===== src/rtl/trap_sequencer_if.sv =====
// Trap sequencer bundle: pipeline stage status in, trap request / flush controls out.
// The sequencer connects through modport master; the pipeline and CSR adapter side uses slave.
interface trap_sequencer_if #(
  parameter int XLEN = 32
);
  logic            id_v;
  logic            ex_v;
  logic            mem_v;
  logic [XLEN-1:0] id_pc;
  logic [XLEN-1:0] ex_pc;
  logic [XLEN-1:0] mem_pc;
  logic            id_illegal;
  logic            id_ecall;
  logic            id_ebreak;
  logic            ex_misalign;
  logic            mem_ld_misalign;
  logic            mem_st_misalign;
  logic            intr_synced;
  logic            mstatus_mie;
  logic            mie_meie;
  logic            take_trap;
  logic            take_trap_raw;
  logic            trap_set;
  logic [31:0]     trap_cause;
  logic [XLEN-1:0] trap_pc;
  logic            flush_id;
  logic            flush_ex;
  logic            flush_mem;
  logic            stall_if;
  logic            cu_intr_ack;
  logic            trap_busy;

  modport master (
    input  id_v, ex_v, mem_v, id_pc, ex_pc, mem_pc,
    input  id_illegal, id_ecall, id_ebreak, ex_misalign,
    input  mem_ld_misalign, mem_st_misalign,
    input  intr_synced, mstatus_mie, mie_meie, take_trap,
    output take_trap_raw, trap_set, trap_cause, trap_pc,
    output flush_id, flush_ex, flush_mem, stall_if, cu_intr_ack, trap_busy
  );

  modport slave (
    output id_v, ex_v, mem_v, id_pc, ex_pc, mem_pc,
    output id_illegal, id_ecall, id_ebreak, ex_misalign,
    output mem_ld_misalign, mem_st_misalign,
    output intr_synced, mstatus_mie, mie_meie, take_trap,
    input  take_trap_raw, trap_set, trap_cause, trap_pc,
    input  flush_id, flush_ex, flush_mem, stall_if, cu_intr_ack, trap_busy
  );
endinterface


===== src/rtl/trap_sequencer.sv =====
// Trap arbiter / redirect sequencer: picks the oldest exception (or the external interrupt),
// raises the trap request, flushes, and holds fetch until redirect. Interrupts need TRAP_SEQ_IRQ_EN.
module trap_sequencer #(
  parameter int XLEN = 32
) (
  input logic              clk,
  input logic              rstn,
  trap_sequencer_if.master bus
);

  typedef enum logic [1:0] {
    ST_IDLE = 2'd0,
    ST_WAIT = 2'd1,
    ST_HOLD = 2'd2
  } state_t;

  localparam logic [31:0] CAUSE_IRQ = 32'h8000_000B;

  state_t          state_q, state_d;
  logic [31:0]     cause_q, cause_d;
  logic [XLEN-1:0] pc_q, pc_d;

  logic            irq_req;
  logic            win;
  logic            irq_win;
  logic [31:0]     win_cause;
  logic [XLEN-1:0] win_pc;
  logic [2:0]      win_flush;   // {mem, ex, id}

`ifdef TRAP_SEQ_IRQ_EN
  assign irq_req = bus.intr_synced & bus.mstatus_mie & bus.mie_meie & bus.id_v;
`else
  logic unused_irq;
  assign unused_irq = bus.intr_synced ^ bus.mstatus_mie ^ bus.mie_meie;
  assign irq_req    = 1'b0;
`endif

  // Oldest stage wins; losers are dropped and reappear on re-execution.
  always_comb begin
    win       = 1'b1;
    irq_win   = 1'b0;
    win_cause = '0;
    win_pc    = '0;
    win_flush = 3'b000;
    if (bus.mem_v & bus.mem_ld_misalign) begin
      win_cause = 32'd4;  win_pc = bus.mem_pc; win_flush = 3'b111;
    end else if (bus.mem_v & bus.mem_st_misalign) begin
      win_cause = 32'd6;  win_pc = bus.mem_pc; win_flush = 3'b111;
    end else if (bus.ex_v & bus.ex_misalign) begin
      win_cause = 32'd0;  win_pc = bus.ex_pc;  win_flush = 3'b011;
    end else if (bus.id_v & bus.id_illegal) begin
      win_cause = 32'd2;  win_pc = bus.id_pc;  win_flush = 3'b001;
    end else if (bus.id_v & bus.id_ebreak) begin
      win_cause = 32'd3;  win_pc = bus.id_pc;  win_flush = 3'b001;
    end else if (bus.id_v & bus.id_ecall) begin
      win_cause = 32'd11; win_pc = bus.id_pc;  win_flush = 3'b001;
    end else if (irq_req) begin
      win_cause = CAUSE_IRQ; win_pc = bus.id_pc; win_flush = 3'b001; irq_win = 1'b1;
    end else begin
      win = 1'b0;
    end
  end

  always_ff @(posedge clk or negedge rstn) begin
    if (!rstn) begin
      state_q <= ST_IDLE;
      cause_q <= '0;
      pc_q    <= '0;
    end else begin
      state_q <= state_d;
      cause_q <= cause_d;
      pc_q    <= pc_d;
    end
  end

  always_comb begin
    state_d = state_q;
    cause_d = cause_q;
    pc_d    = pc_q;
    case (state_q)
      ST_IDLE: begin
        if (win) begin
          cause_d = win_cause;
          pc_d    = win_pc;
          state_d = bus.take_trap ? ST_HOLD : ST_WAIT;
        end
      end
      ST_WAIT: if (bus.take_trap) state_d = ST_HOLD;
      ST_HOLD: state_d = ST_IDLE;
      default: state_d = ST_IDLE;
    endcase
  end

  // Outputs are forced low while rstn is asserted so a reset mid-trap clears them at once.
  always_comb begin
    bus.take_trap_raw = 1'b0;
    bus.trap_set      = 1'b0;
    bus.trap_cause    = '0;
    bus.trap_pc       = '0;
    bus.flush_id      = 1'b0;
    bus.flush_ex      = 1'b0;
    bus.flush_mem     = 1'b0;
    bus.stall_if      = 1'b0;
    bus.cu_intr_ack   = 1'b0;
    bus.trap_busy     = 1'b0;
    if (rstn) begin
      case (state_q)
        ST_IDLE: begin
          if (win) begin
            bus.take_trap_raw = 1'b1;
            bus.trap_set      = 1'b1;
            bus.trap_busy     = 1'b1;
            bus.stall_if      = 1'b1;
            bus.trap_cause    = win_cause;
            bus.trap_pc       = win_pc;
            bus.flush_id      = win_flush[0];
            bus.flush_ex      = win_flush[1];
            bus.flush_mem     = win_flush[2];
            bus.cu_intr_ack   = irq_win;
          end
        end
        ST_WAIT: begin
          bus.trap_busy  = 1'b1;
          bus.stall_if   = 1'b1;
          bus.flush_id   = 1'b1;
          bus.flush_ex   = 1'b1;
          bus.flush_mem  = 1'b1;
          bus.trap_cause = cause_q;
          bus.trap_pc    = pc_q;
        end
        ST_HOLD: bus.trap_busy = 1'b1;
        default: ;
      endcase
    end
  end

endmodule


===== src/flat_wrapper.sv =====
// flat-port wrapper written by rule: the top's interface ports become plain ports
module trap_sequencer_flat 
#(
  parameter int XLEN = 32
)
  (clk, rstn, bus_id_v, bus_ex_v, bus_mem_v, bus_id_pc, bus_ex_pc, bus_mem_pc, bus_id_illegal, bus_id_ecall, bus_id_ebreak, bus_ex_misalign, bus_mem_ld_misalign, bus_mem_st_misalign, bus_intr_synced, bus_mstatus_mie, bus_mie_meie, bus_take_trap, bus_take_trap_raw, bus_trap_set, bus_trap_cause, bus_trap_pc, bus_flush_id, bus_flush_ex, bus_flush_mem, bus_stall_if, bus_cu_intr_ack, bus_trap_busy);
  trap_sequencer_if #(.XLEN(XLEN)) bus_i ();
  input logic clk;
  input logic rstn;
  input wire logic [$bits(bus_i.id_v)-1:0] bus_id_v;
  input wire logic [$bits(bus_i.ex_v)-1:0] bus_ex_v;
  input wire logic [$bits(bus_i.mem_v)-1:0] bus_mem_v;
  input wire logic [$bits(bus_i.id_pc)-1:0] bus_id_pc;
  input wire logic [$bits(bus_i.ex_pc)-1:0] bus_ex_pc;
  input wire logic [$bits(bus_i.mem_pc)-1:0] bus_mem_pc;
  input wire logic [$bits(bus_i.id_illegal)-1:0] bus_id_illegal;
  input wire logic [$bits(bus_i.id_ecall)-1:0] bus_id_ecall;
  input wire logic [$bits(bus_i.id_ebreak)-1:0] bus_id_ebreak;
  input wire logic [$bits(bus_i.ex_misalign)-1:0] bus_ex_misalign;
  input wire logic [$bits(bus_i.mem_ld_misalign)-1:0] bus_mem_ld_misalign;
  input wire logic [$bits(bus_i.mem_st_misalign)-1:0] bus_mem_st_misalign;
  input wire logic [$bits(bus_i.intr_synced)-1:0] bus_intr_synced;
  input wire logic [$bits(bus_i.mstatus_mie)-1:0] bus_mstatus_mie;
  input wire logic [$bits(bus_i.mie_meie)-1:0] bus_mie_meie;
  input wire logic [$bits(bus_i.take_trap)-1:0] bus_take_trap;
  output wire logic [$bits(bus_i.take_trap_raw)-1:0] bus_take_trap_raw;
  output wire logic [$bits(bus_i.trap_set)-1:0] bus_trap_set;
  output wire logic [$bits(bus_i.trap_cause)-1:0] bus_trap_cause;
  output wire logic [$bits(bus_i.trap_pc)-1:0] bus_trap_pc;
  output wire logic [$bits(bus_i.flush_id)-1:0] bus_flush_id;
  output wire logic [$bits(bus_i.flush_ex)-1:0] bus_flush_ex;
  output wire logic [$bits(bus_i.flush_mem)-1:0] bus_flush_mem;
  output wire logic [$bits(bus_i.stall_if)-1:0] bus_stall_if;
  output wire logic [$bits(bus_i.cu_intr_ack)-1:0] bus_cu_intr_ack;
  output wire logic [$bits(bus_i.trap_busy)-1:0] bus_trap_busy;
  assign bus_i.id_v = bus_id_v;
  assign bus_i.ex_v = bus_ex_v;
  assign bus_i.mem_v = bus_mem_v;
  assign bus_i.id_pc = bus_id_pc;
  assign bus_i.ex_pc = bus_ex_pc;
  assign bus_i.mem_pc = bus_mem_pc;
  assign bus_i.id_illegal = bus_id_illegal;
  assign bus_i.id_ecall = bus_id_ecall;
  assign bus_i.id_ebreak = bus_id_ebreak;
  assign bus_i.ex_misalign = bus_ex_misalign;
  assign bus_i.mem_ld_misalign = bus_mem_ld_misalign;
  assign bus_i.mem_st_misalign = bus_mem_st_misalign;
  assign bus_i.intr_synced = bus_intr_synced;
  assign bus_i.mstatus_mie = bus_mstatus_mie;
  assign bus_i.mie_meie = bus_mie_meie;
  assign bus_i.take_trap = bus_take_trap;
  assign bus_take_trap_raw = bus_i.take_trap_raw;
  assign bus_trap_set = bus_i.trap_set;
  assign bus_trap_cause = bus_i.trap_cause;
  assign bus_trap_pc = bus_i.trap_pc;
  assign bus_flush_id = bus_i.flush_id;
  assign bus_flush_ex = bus_i.flush_ex;
  assign bus_flush_mem = bus_i.flush_mem;
  assign bus_stall_if = bus_i.stall_if;
  assign bus_cu_intr_ack = bus_i.cu_intr_ack;
  assign bus_trap_busy = bus_i.trap_busy;
  trap_sequencer #(.XLEN(XLEN)) u_core (.clk(clk), .rstn(rstn), .bus(bus_i));
endmodule

===== config.mk =====
export PLATFORM = sky130hd
export DESIGN_NAME = trap_sequencer_flat
export DESIGN_NICKNAME = d
export VERILOG_FILES = /design/src/rtl/trap_sequencer_if.sv /design/src/rtl/trap_sequencer.sv /design/src/flat_wrapper.sv
export SDC_FILE = /design/constraint.sdc
export NUM_CORES = 1
export LEC_CHECK = 0
export ABC_AREA = 1
export BUFFER_PORTS_ARGS = -buffer_cell sky130_fd_sc_hd__buf_4
export CORE_AREA = 3 3 91 93
export CTS_CLUSTER_DIAMETER = 200
export DETAILED_ROUTE_END_ITERATION = 10
export DIE_AREA = 0 0 94 96
export PLACE_DENSITY_LB_ADDON = 0.1
export SLEW_MARGIN = 0
export SYNTH_ARGS = -nofsm -noshare
export SYNTH_HDL_FRONTEND = slang
export SYNTH_SLANG_ARGS = --single-unit

===== constraint.sdc =====
create_clock -name clk -period 2.7 [get_ports clk]
set_clock_uncertainty 0.2 [all_clocks]
set_input_delay 0.675 -clock clk [delete_from_list [all_inputs] [get_ports clk]]
set_output_delay 0.675 -clock clk [all_outputs]
set_load 0.02 [all_outputs]

# Yosys cells after proc, flatten, opt, wreduce, memory -nomap -nowiden
# Cells that the tools add are included.
[word_totals]
ff_bits = 66
in_bits = 111
out_inout_bits = 72
word_cells = 67
[op_classes]
eq_ne = 4
mux = 50
bitwise = 6
n_reduce_logical = 4
[op_table]
columns = ["op", "n"]
rows = [
  ["$mux W32", 15],
  ["$pmux W32 S2", 2],
  ["$mux W1", 18],
  ["$mux W3", 5],
  ["$pmux W1 S2", 5],
  ["$and A1 B1 Y1", 6],
  ["$mux W2", 3],
  ["$mux W4", 1],
  ["$pmux W2 S2", 1],
  ["$reduce_and A2 Y1", 2],
  ["$eq A2 B1 Y1 const B", 1],
  ["$eq A2 B2 Y1 const B", 1],
  ["$logic_not A2 Y1", 1],
  ["$ne A2 B1 Y1 const B", 1],
  ["$ne A2 B2 Y1 const B", 1],
  ["$reduce_or A2 Y1", 1],
]

# Depth between registers and ports, before layout
[logic_depth]
ltp_word = 10
ltp_mapped = 8
ltp_nobuf = 7

# Worst setup path before layout
# OpenSTA, ideal clock, no wires.
[synth_timing]
path_kind = "input to output"
start = "input port bus_ex_v"
end = "output port bus_stall_if"
t_arrival_ps = 1973
required_time_ps = 1825
slack_ps = -148
cell_stages = 8
n_path_buf = 2
path_cell_list = "nand2_1 > nand3_2 > nor2_4 > nor2_8 > inv_4 > buf_4 > a21oi_1 > buf_4"
[synth_via]
elab_chain_len = 7
[synth_lines]
columns = ["item", "line", "rtl"]
rows = [
  ["start, declared", "flat_wrapper.sv:11", "input wire logic [$bits(bus_i.ex_v)-1:0] bus_ex_v;"],
  ["$and A1 B1 Y1", "trap_sequencer.sv:49", "end else if (bus.ex_v & bus.ex_misalign) begin"],
  ["$mux W1", "trap_sequencer.sv:49", ""],
  ["$mux W1", "trap_sequencer.sv:47", "end else if (bus.mem_v & bus.mem_st_misalign) begin"],
  ["$mux W1", "trap_sequencer.sv:45", "if (bus.mem_v & bus.mem_ld_misalign) begin"],
  ["$mux W1", "trap_sequencer.sv:109", "if (win) begin"],
  ["$pmux W1 S2", "trap_sequencer.sv:107", "case (state_q)"],
  ["$mux W1", "trap_sequencer.sv:106", "if (rstn) begin"],
  ["end, declared", "flat_wrapper.sv:33", "output wire logic [$bits(bus_i.stall_if)-1:0] bus_stall_if;"],
]
# No other way between the ends.

# Worst setup path after layout
[layout_timing]
start = "input port bus_id_v"
end = "output port bus_trap_pc[1]"
[layout_via]
elab_chain_len = 10
elab_cells_between_ends = 18
classes_between = "mux: 15; bitwise: 3"
[layout_lines]
columns = ["item", "line", "rtl"]
rows = [
  ["start, declared", "flat_wrapper.sv:10", "input wire logic [$bits(bus_i.id_v)-1:0] bus_id_v;"],
  ["$and A1 B1 Y1", "trap_sequencer.sv:55", "end else if (bus.id_v & bus.id_ecall) begin"],
  ["$mux W32 / $mux W1 (equally long branches)", "trap_sequencer.sv:55", ""],
  ["$mux W32 / $mux W1 (equally long branches)", "trap_sequencer.sv:53", "end else if (bus.id_v & bus.id_ebreak) begin"],
  ["$mux W32 / $mux W1 (equally long branches)", "trap_sequencer.sv:51", "end else if (bus.id_v & bus.id_illegal) begin"],
  ["$mux W32 / $mux W1 (equally long branches)", "trap_sequencer.sv:49", ""],
  ["$mux W32 / $mux W1 (equally long branches)", "trap_sequencer.sv:47", ""],
  ["$mux W32 / $mux W1 (equally long branches)", "trap_sequencer.sv:45", ""],
  ["$mux W32 *", "trap_sequencer.sv:109", ""],
  ["$pmux W32 S2 *", "trap_sequencer.sv:107", ""],
  ["$mux W32 *", "trap_sequencer.sv:106", ""],
  ["end, declared", "flat_wrapper.sv:29", "output wire logic [$bits(bus_i.trap_pc)-1:0] bus_trap_pc;"],
]
# Mark *: on every way between the ends. The rest lies on a longest branch, timed or not.

==> reports/metrics.csv <==
metric,value,unit
status,finished with violations,
failing checks,setup timing,
PD cells,783.8,mW/mm2
total congestion overflow,0,
DR iter-0 viols,90,
Total Wirelength,11.08,mm
first-pass GRT wire length,15.83,mm
Post-Synthesis Cells,450,
fmax,365.5,MHz
drt wl/cell,14.81,um
Max VDD drop,0.3253,mV
Synth Cell Area,0.002979,mm2
H-tree levels,2,
Worst setup EP type,primary output,
Site Rows,32,
Pint,2314,uW
CP max FO,7,
Critical Path Source Type,input port,
Max Slew Vio Count,0,
Initial Util,39.16,%
Ant. Diodes,0,
Hold WC Path Type,input port to asynchronous set/reset pin,
Comb power frac,66.6,%
leakage,0.002621,uW
"Clk Latency, worst-skew pair",0.29,ns
post-DR vias/cell,4.904,
most frequent cells in the layout,"189 x buf_4, 140 x nand2_1, 41 x a21oi_1",
GR Util All Layers,21.90,%
Num CTS Buffers,5,
gp weighted congestion,0.7609,
DR pass1 iterations,7,
"Area growth, synth to finish",76.56,%
final core utilization,69.14,%
CP Class,input port to primary output,
RSZ-0062 raised after global routing,yes,
Sequential Power Share,24.2,%
clock buffer depth,2,
PnR worst setup slack,-0.03598,ns
clock power share,9.2,%
final instance area,0.005260,mm2
max_cap viols,0,
Die X,94,um
largest net degree at the start of global routing,39,
synthesis warning total,0,
placed cell areas,0.004439,mm2
"commonest non-fill, non-tap cell in the layout",buf_4,
num ports,183,
die area,0.009024,mm2
count of nets after finishing,760,
clk root buf,clkbuf_8,
Detailed Place HPWL,7.392,mm
Post-DRT Antenna Nets,0,
setup violators final,8,
#FFs+latches synth,38,
Clock Sinks,38,
asr flop ratio synth,100.0,%
sw power,1809,uW
Sw Share,43.89,%
WP data required,1.82,ns
Critical Path AT,1.86,ns
Synth Flop Type,dfrtp_1,
IO Port Bufs,150,
sequential element share of the synthesized area,31.92,%
"Hold Vio Cnt, Final",0,
Period minus WS final,2.736,ns
Yosys cell types,23,
CTS tree,done,
layout cells sized above 1,50.31,%
DRC,0,
CORE AREA,0.007607,mm2
initial antenna violation count,0,
Tcrit/Tclk final,101.3,%
Post-synth EDFFs,0,
setup TNS,-0.1153,ns
syn_area_per_cell,6.620,um2
Worst-path clk slew,0.08,ns
R2R depth,9,
die height,96,um
vias in the first global route,3386,
Via Count,3668,
layout make-up:
type / instances / area [um2]
clock buffer: 7 / 76.32
fill: 678 / 2347
inverter: 12 / 50.05
multi-input combinational: 368 / 2168
sequential: 38 / 950.9
tap: 102 / 127.6
timing repair buffer: 221 / 1887
critical path: stages:
cell and delay [ns]:
buf_4 0.11, nand2_2 0.07, nand3_4 0.10, nor2_4 0.06
nor2_8 0.22, clkbuf_16 0.22, nand3_2 0.08, a21oi_2 0.15
buf_4 0.16
per-stage QoR:
step / power [uW] / hold WS, ns / cells / setup slack (ns)
after detailed placement: 3072 / 0.2630 / 724 / -0.1158
after CTS: 3564 / 0.1759 / 736 / -0.005814
final: 4123 / 0.1760 / 748 / -0.03598
after global routing: 4428 / 0.1744 / 748 / -0.1093
after global placement: 3024 / 0.2537 / 724 / -0.09906
after floorplan: 2186 / 0.1794 / 478 / -0.003192
cells in the mapped netlist, types with 3 or more instances:
cell type	instances	area, um2
clkbuf_1	16	60.06
nor2_1	3	11.26
ha_1	3	37.54
buf_2	7	35.03
dfrtp_1	38	950.9
o21ai_0	7	35.03
inv_1	10	37.54
nand2_1	150	563.0
a21oi_1	71	355.3
or2_2	16	100.1
nand3_1	65	325.3
or2_1	16	100.1
buf_4	37	277.8
power by group through the flow:
stage | clock, uW | sequential, uW | combinational, uW
final | 380 | 997 | 2750
after global placement | 0 | 980 | 2040
after global routing | 419 | 1040 | 2970
after detailed placement | 0 | 992 | 2080
after CTS | 388 | 988 | 2190
after floorplan | 0 | 959 | 1230
layer usage:
layer / part of all wire (%) / track usage (%)
met5: 0 / 0
met4: 0.98 / 3.249
met3: 5.6 / 3.987
met2: 53 / 41.28
met1: 40 / 26.43
registers in the layout, indices dropped and copies added (netlist names):
name	flops
u_core.pc_q	32
u_core.cause_q	4
u_core.state_q	2
kinds of logic after synthesis:
family	share of synthesized area (%)
fa+ha+maj	1.260
buf+inv	14.11
flops	31.92
other cells	0.1259
compound gates	13.10
simple gates	39.48
what timing repair did:
action                     CTS  global route
setup endpoints to repair   36            37
buffers inserted             3             9
gates cloned                 1             3
pin swaps                    3            24
hold buffers                 1             0
resized for setup           16           107
hold endpoints to repair     3             0
final timing paths:
check                             startpoint                 to  slack [ns]
setup / recovery                    bus_id_v     bus_trap_pc[1]       -0.04
hold / removal                          rstn  u_core.cause_q[1]        0.18
setup reg to reg           u_core.state_q[1]     u_core.pc_q[1]        0.89
min in group clk           u_core.cause_q[0]  u_core.cause_q[0]        0.28
max in group asynchronous               rstn  u_core.cause_q[3]        1.58
hold reg to reg            u_core.cause_q[0]  u_core.cause_q[0]        0.28
Note: power is estimated with default switching activity, not from simulation.
